<file path="src/rtl/frame_difference_ctrl.sv">
// Frame-difference sequencer: tracks stream geometry and switches the
// datapath between pass-through and difference mode on frame boundaries.
module frame_difference_ctrl #(
    parameter int FRAME_WIDTH  = 640,
    parameter int FRAME_HEIGHT = 480,
    parameter int CNT_W        = 12,
    parameter int PRIME_FRAMES = 1
) (
    input  logic        aclk,
    input  logic        aresetn,
    input  logic        enable_req,
    input  logic        err_clr,
    input  logic        mon_tvalid,
    input  logic        mon_tready,
    input  logic        mon_tuser,
    input  logic        mon_tlast,
    output logic        ce,
    output logic [1:0]  state,
    output logic [15:0] frame_count,
    output logic        err_sof_early,
    output logic        err_line_len
);

    typedef enum logic [1:0] {
        IDLE  = 2'd0,
        SYNC  = 2'd1,
        PRIME = 2'd2,
        RUN   = 2'd3
    } state_t;

    localparam logic [CNT_W:0]   W_LEN  = (CNT_W+1)'(FRAME_WIDTH);
    localparam logic [CNT_W-1:0] H_LAST = CNT_W'(FRAME_HEIGHT - 1);
    localparam logic [CNT_W-1:0] X_MAX  = '1;
    localparam logic [3:0]       P_LAST = 4'(PRIME_FRAMES - 1);

    state_t         st;
    logic [CNT_W-1:0] x;
    logic [CNT_W-1:0] y;
    logic [3:0]     pcnt;
    logic           beat;
    logic           eof;
    logic [CNT_W:0] line_len;
    logic           sof_bad;
    logic           len_bad;

    // An SOF beat begins a new line, so its own length is measured from 0.
    always_comb begin
        beat     = mon_tvalid & mon_tready;
        eof      = beat & mon_tlast & (y == H_LAST);
        line_len = mon_tuser ? (CNT_W+1)'(1) : {1'b0, x} + 1'b1;
        sof_bad  = beat & mon_tuser & ((x != '0) | (y != '0));
        len_bad  = beat & mon_tlast & (line_len != W_LEN);
    end

    // Pixel and line position, advanced on handshake beats only.
    always_ff @(posedge aclk or negedge aresetn) begin
        if (!aresetn) begin
            x <= '0;
            y <= '0;
        end else if (beat) begin
            if (mon_tuser) begin
                x <= mon_tlast ? '0 : CNT_W'(1);
                y <= mon_tlast ? CNT_W'(1) : '0;
            end else if (mon_tlast) begin
                x <= '0;
                y <= (y == H_LAST) ? '0 : y + 1'b1;
            end else if (x != X_MAX) begin
                x <= x + 1'b1;
            end
        end
    end

    // Sticky geometry errors; a new error wins over a clear in the same cycle.
    always_ff @(posedge aclk or negedge aresetn) begin
        if (!aresetn) begin
            err_sof_early <= 1'b0;
            err_line_len  <= 1'b0;
        end else begin
            err_sof_early <= sof_bad | (err_sof_early & ~err_clr);
            err_line_len  <= len_bad | (err_line_len & ~err_clr);
        end
    end

    // Mode sequencer; ce only ever changes together with an EOF transition.
    always_ff @(posedge aclk or negedge aresetn) begin
        if (!aresetn) begin
            st          <= IDLE;
            ce          <= 1'b0;
            pcnt        <= '0;
            frame_count <= '0;
        end else begin
            unique case (st)
                IDLE: begin
                    ce <= 1'b0;
                    if (enable_req) st <= SYNC;
                end
                SYNC: begin
                    ce <= 1'b0;
                    if (!enable_req) begin
                        st <= IDLE;
                    end else if (eof) begin
                        st   <= PRIME;
                        pcnt <= '0;
                    end
                end
                PRIME: begin
                    if (!enable_req) begin
                        st <= IDLE;
                        ce <= 1'b0;
                    end else if (eof) begin
                        if (pcnt == P_LAST) begin
                            st <= RUN;
                            ce <= 1'b1;
                        end else begin
                            pcnt <= pcnt + 1'b1;
                        end
                    end
                end
                RUN: begin
                    if (eof) begin
                        frame_count <= frame_count + 16'd1;
                        if (!enable_req) begin
                            st <= IDLE;
                            ce <= 1'b0;
                        end
                    end
                end
                default: begin
                    st <= IDLE;
                    ce <= 1'b0;
                end
            endcase
        end
    end

    assign state = st;

endmodule

</file>
<file path="config.mk">
export PLATFORM = sky130hd
export DESIGN_NAME = frame_difference_ctrl
export DESIGN_NICKNAME = d
export VERILOG_FILES = /design/src/rtl/frame_difference_ctrl.sv
export SDC_FILE = /design/constraint.sdc
export NUM_CORES = 1
export LEC_CHECK = 0
export ABC_AREA = 1
export ABC_CLOCK_PERIOD_IN_PS = 1800
export BUFFER_PORTS_ARGS = -buffer_cell sky130_fd_sc_hd__buf_2
export CELL_PAD_IN_SITES_DETAIL_PLACEMENT = 0
export CELL_PAD_IN_SITES_GLOBAL_PLACEMENT = 1
export CORE_ASPECT_RATIO = 0.75
export CORE_MARGIN = 3
export CORE_UTILIZATION = 43
export CTS_CLUSTER_DIAMETER = 40
export CTS_CLUSTER_SIZE = 40
export DETAILED_ROUTE_END_ITERATION = 8
export GPL_TIMING_DRIVEN = 0
export PLACE_DENSITY = 0.75
export SYNTH_ARGS = -nofsm -noshare
export SYNTH_HDL_FRONTEND = slang
export SYNTH_SLANG_ARGS = --single-unit
</file>
<file path="constraint.sdc">
create_clock -name aclk -period 1.8 [get_ports aclk]
set_input_delay 0.27 -clock aclk [delete_from_list [all_inputs] [get_ports aclk]]
set_output_delay 0.27 -clock aclk [all_outputs]
set_load 0.01 [all_outputs]
</file>
======== After elaboration in Yosys (flattened, before gate mapping) ========
Cells that the tools add are included.
word-level totals
  register bits ........................... 49
  bits of input ports ..................... 8
  output and inout port bits .............. 21
  word-level logic and storage cells ...... 86
cells by class
  add/sub/neg operators ................... 5
  equality and inequality tests ........... 17
  muxes and demuxes ....................... 30
  bitwise logic cells ..................... 12
  reductions and logical operators ........ 14
operator list
  cell                                                      count
  2-to-1 mux 12 bit                                         6
  adder 12 x 1 -> 12 bit (second input constant)            2
  nonzero test 12 bit                                       2
  2-to-1 mux 4 bit                                          5
  adder 16 x 1 -> 16 bit (second input constant)            1
  2-to-1 mux 2 bit                                          8
  inequality test 2 bit (second input constant)             8
  adder 12 x 1 -> 13 bit (second input constant)            1
  2-to-1 mux 13 bit                                         1
  inequality test 13 x 10 -> 1 bit (second input constant)  1
  == test 12 x 9 -> 1 bit (second input constant)           1
  inequality test 12 bit (second input constant)            1
  AND reduction 6 bit                                       2
  inequality test 3 bit (second input constant)             3
  AND 1 bit                                                 8
  case mux 2 bit (4 select lines)                           1
  case mux 4 bit (2 select lines)                           1
  2-to-1 mux 1 bit                                          7
  AND reduction 2 bit                                       3
  adder 4 x 1 -> 4 bit (second input constant)              1
  == test 2 bit (second input constant)                     2
  zero test 4 bit                                           1
  AND reduction 4 bit                                       1
  nonzero test 2 bit                                        2
  other kinds (7)                                           9

======== Longest topological paths before layout ========
  depth in word-level cells ............... 6
  depth in mapped cells ................... 10
  mapped depth without buffers ............ 10

======== Least setup slack after synthesis ========
OpenSTA, ideal clock, no wires.
  path type ............................... reg-to-reg
  from .................................... register x[0]
  to ...................................... register x[5]
  library setup time ...................... 0.118 ns
  data arrival time ....................... 1.400 ns
  required time ........................... 1.682 ns
  slack ................................... 0.282 ns
  stages on the path, launching flop included .. 10
  path buffers ............................ 1
  clock period less this slack ............ 1.518 ns
  cell sequence ........................... dfrtp_1 ha_1 nand2_1 nor2_4 nand3b_2 nand2_2 nand2_4 buf_6 nand4_1 nand2_1
on the way
  word-level cells in the longest chain between the ends .. 4
  elaborated cells between the ends (all ways) .. 7
  those cells by class .................... add/sub: 1; eq/ne: 1; mux: 3; reduce/logical: 2
ends and longest elaborated chain
  item                      RTL line  RTL
  start: declaration        37        logic [CNT_W-1:0] x;
  start signal: assignment  62        x <= mon_tlast ? '0 : CNT_W'(1);
  start signal: assignment  68        x <= x + 1'b1;
  adder 12 x 1 -> 12 bit    68
  2-to-1 mux 12 bit         67        end else if (x != X_MAX) begin
  2-to-1 mux 12 bit         64        end else if (mon_tlast) begin
  2-to-1 mux 12 bit         61        if (mon_tuser) begin
Several ways; a longest one is shown, not always the timed one. The select of a mux whose other input is x is not followed.
A chain may end at the register's enable or synchronous reset.

======== Worst setup path in the final report ========
  from .................................... register x[0]
  to ...................................... register x[2]
The elaborated chain is that of the path after synthesis.

==> results.yml <==
outcome:
  status: "completed"
sta:
  max_freq_mhz: 599
  setup_violations: 0
  skew_ps: 9.66
  period_needed_ps: 1670
  rsz0062_at_grt: "true"
  finalMaxSlewViolations: 0
  tightestPinTransition_ps: 1150
  slew_headroom: 0.231
  fin_crit_sh: 0.927
  hold_slack_ps: 176
  hold_violations: 0
power:
  total_power_uw: 2670
  ir_drop_uv: 436
  p_per_area_nw_per_um2: 740
  swShare: 0.294
  power.static_leakage_uw: 0.00173
  clockPowerShare: 0.355
  intPower_uw: 1890
  switching_power_uw: 787
  power_frac_comb: 0.183
  seqPwrFrac: 0.462
worst_setup_path:
  criticalPathCategory: "flip-flop to flip-flop"
  cp.required_ps: 1990
  crit_family: "simple AND/OR/NAND/NOR gates"
  critPathMaxFanout: 10
  r2r-start: "x[0]"
  crit_top_cell: "nand2_2"
  path_buf_inv: 1
  reg2reg_slack_ps: 130
  slowest_stage: "dfrtp_2"
  critical_path.startpoint: "x[0]"
  cp-start-kind: "flip-flop"
  max_stage_delay_ps: 410
  cp.arrival_ps: 1860
  reg2reg_to: "x[2]"
  rr_worst_depth: 9
  end_kind: "flip-flop"
  crit_path_cell_trace: "ha_2 > nand2_2 > nor2_4 > nand3b_2 > nand2_2 > nand2_4 > buf_6 > nand3_1 > nand2_1"
detailed_routing:
  drt-initial-drc-count: 122
  routed_via_density: 4.97
  drt-pass1-iter-count: 4
  drc: 0
  vias: 2751
  avgRoutedWirePerCell_um: 13.1
  ant_nets: 0
  wl_um: 7260
clocking:
  cts.sinks: 49
  clk_pin_slew_ps: 100
  htree_levels: 2
  cts_made_buffers: 5
  hold_buffers: 0
  root_buffer: "clkbuf_8"
  insertion_delay_ps: 300
  clk_path_buf_depth: 2
  cts_tree: "yes"
layout:
  n_antenna_cell: 0
  final_util: 0.519
  nets: 469
  area_delta_synth_final_pct: 14.8
  nFillCells: 703
  layout-drive-gt1-share: 0.202
floorplan:
  die_h_um: 80.1
  core_um2: 6960
  chipWidth_um: 105
  initial_core_util: 0.452
  rows: 26
  dieArea_um2: 8390
  num_io_pins: 29
global_routing:
  grt_pass1_vias: 2645
  track_usage: 0.185
  antenna_found_initial: 0
  grt-ovfl-total: 0
  grt_pass1_wl_um: 12600
  grt_start_max_net_pins: 50
synth:
  synthesis.nets: 428
  ys_ff_latch: 49
  ys.warnings.count: 0
  avgSynthCellArea_um2: 7.62
  yosysSeqAreaShare: 0.390
  ys.flop_type: "dfrtp_1"
  yosysTopAreaCell: "dfrtp_1"
  synthArstFlopShare: 1.00
  syn_inst: 413
  syn_area_um2: 3150
  synth_cell_types: 42
  synth_top_area_frac: 0.390
  netlist_top_cells_area: "dfrtp_1, nand2_1, inv_1"
  synth-edff-count: 0
placement:
  hpwl_um: 5360
  port-buffer-count: 28
  gp_congestion: 0.806
flow_run:
  maxCapViolCount: 0
hold_path:
  hp-class: "input pin to asynchronous set/reset pin"
worst max path at each step:
stage / to / slack, ps / cells past startpoint
finish: x[2] / 130 / 9
detailed placement: x[5] / -30 / 9
floorplan: x[5] / 280 / 9
global route: x[5] / -10 / 9
CTS: x[5] / 30 / 9
global placement: x[5] / -30 / 9
cells in the final DEF (no fill, tap or decap), types with 2 or more instances in the layout:
master	netlist	layout
dfrtp_1	49	46
o21ai_0	15	15
buf_4	1	7
dfrtp_2	0	3
clkinv_2	1	2
clkbuf_8	0	5
nor2_4	6	9
xor2_1	15	15
buf_2	0	28
nor4_1	3	3
o21ai_1	2	2
o21ai_2	4	4
nor2_1	36	36
ha_1	7	6
nor3_1	11	11
inv_1	58	57
inv_2	3	4
xnor2_1	4	4
bufinv_16	0	2
nor2_2	12	9
nand2_2	8	9
nand3_1	33	33
nand3b_1	3	3
a21oi_1	10	10
o22ai_1	6	6
o21bai_1	2	2
nand4_1	14	14
nand2_1	92	91
layout make-up:
cell class              count  area, um^2  area share
inverters                  62         234      0.0648
plain buffers               2        18.8     0.00520
well taps                  98         123      0.0340
multi-input cells         300        1690       0.467
clock inverters             3        65.1      0.0180
repair buffers             34         185      0.0513
flip-flops and latches     49        1230       0.341
clock buffers               5        68.8      0.0191
cell families after synthesis:
family          after synthesis  synth area share
fa+ha+maj                     7            0.0278
buf+inv                      64            0.0803
flops                        49             0.390
xor+xnor                     19            0.0529
simple gates                226             0.354
compound gates               48            0.0947
synthesized netlist by cell type (2+ instances only):
| library cell | number |
|---|---|
| nor2_2 | 12 |
| nand3_1 | 33 |
| nor3_1 | 11 |
| xor2_1 | 15 |
| nand2_2 | 8 |
| o21ai_2 | 4 |
| dfrtp_1 | 49 |
| inv_1 | 58 |
| nand4_1 | 14 |
| o21ai_0 | 15 |
| nor4_1 | 3 |
| nor2_4 | 6 |
| a21oi_1 | 10 |
| ha_1 | 7 |
| o22ai_1 | 6 |
| nand3b_1 | 3 |
| inv_2 | 3 |
| xnor2_1 | 4 |
| nor2_1 | 36 |
| o21ai_1 | 2 |
| o21bai_1 | 2 |
| nand2_1 | 92 |
worst reg2reg max path, stage by stage (launching register included):
cell and delay, ps:
dfrtp_2 410, ha_2 220, nand2_2 100, nor2_4 140, nand3b_2 140, nand2_2 130
nand2_4 100, buf_6 180, nand3_1 80, nand2_1 60
layer usage:
metal | routed length [um] | up-vias | global-route usage
li1 | - | 1423 | -
met4 | 37 | 0 | 0.0275
met2 | 3200 | 49 | 0.288
met3 | 313 | 4 | 0.0321
met5 | 0 | - | 0
met1 | 3710 | 1275 | 0.276
per-stage QoR:
| step | setup TNS, ps | std cells | setup slack (ps) | area (um^2) |
|---|---|---|---|---|
| final | 0 | 553 | 131 | 3610 |
| after CTS | 0 | 549 | 29.3 | 3560 |
| after global routing | -41.3 | 553 | -14.7 | 3610 |
| after global placement | -36.2 | 539 | -29.0 | 3410 |
| after detailed placement | -54.4 | 539 | -30.0 | 3410 |
| after floorplan | 0 | 413 | 282 | 3150 |
sequential cells by signal, summed over array words and instances (netlist names):
register and count:
ce 1, err_sof_early 1, state 2, pcnt 4, y 12, err_line_len 1, frame_count 16, x 12
power by group through the flow:
stage               Clock [uW]  Sequential, uW  Combinational, uW
finish                     949            1230                490
global route              1020            1250                554
CTS                        981            1230                467
detailed placement           0            1250                454
global placement             0            1250                441
floorplan                    0            1250                306
timing repair:
item                                   4_1_cts  5_1_grt
endpoints found under the hold margin        0        0
setup endpoints to repair                    2       26
setup buffers                                2        4
gates resized for setup                      1        8
pin swaps                                    0        5
Power figures use the tool's default switching activity.
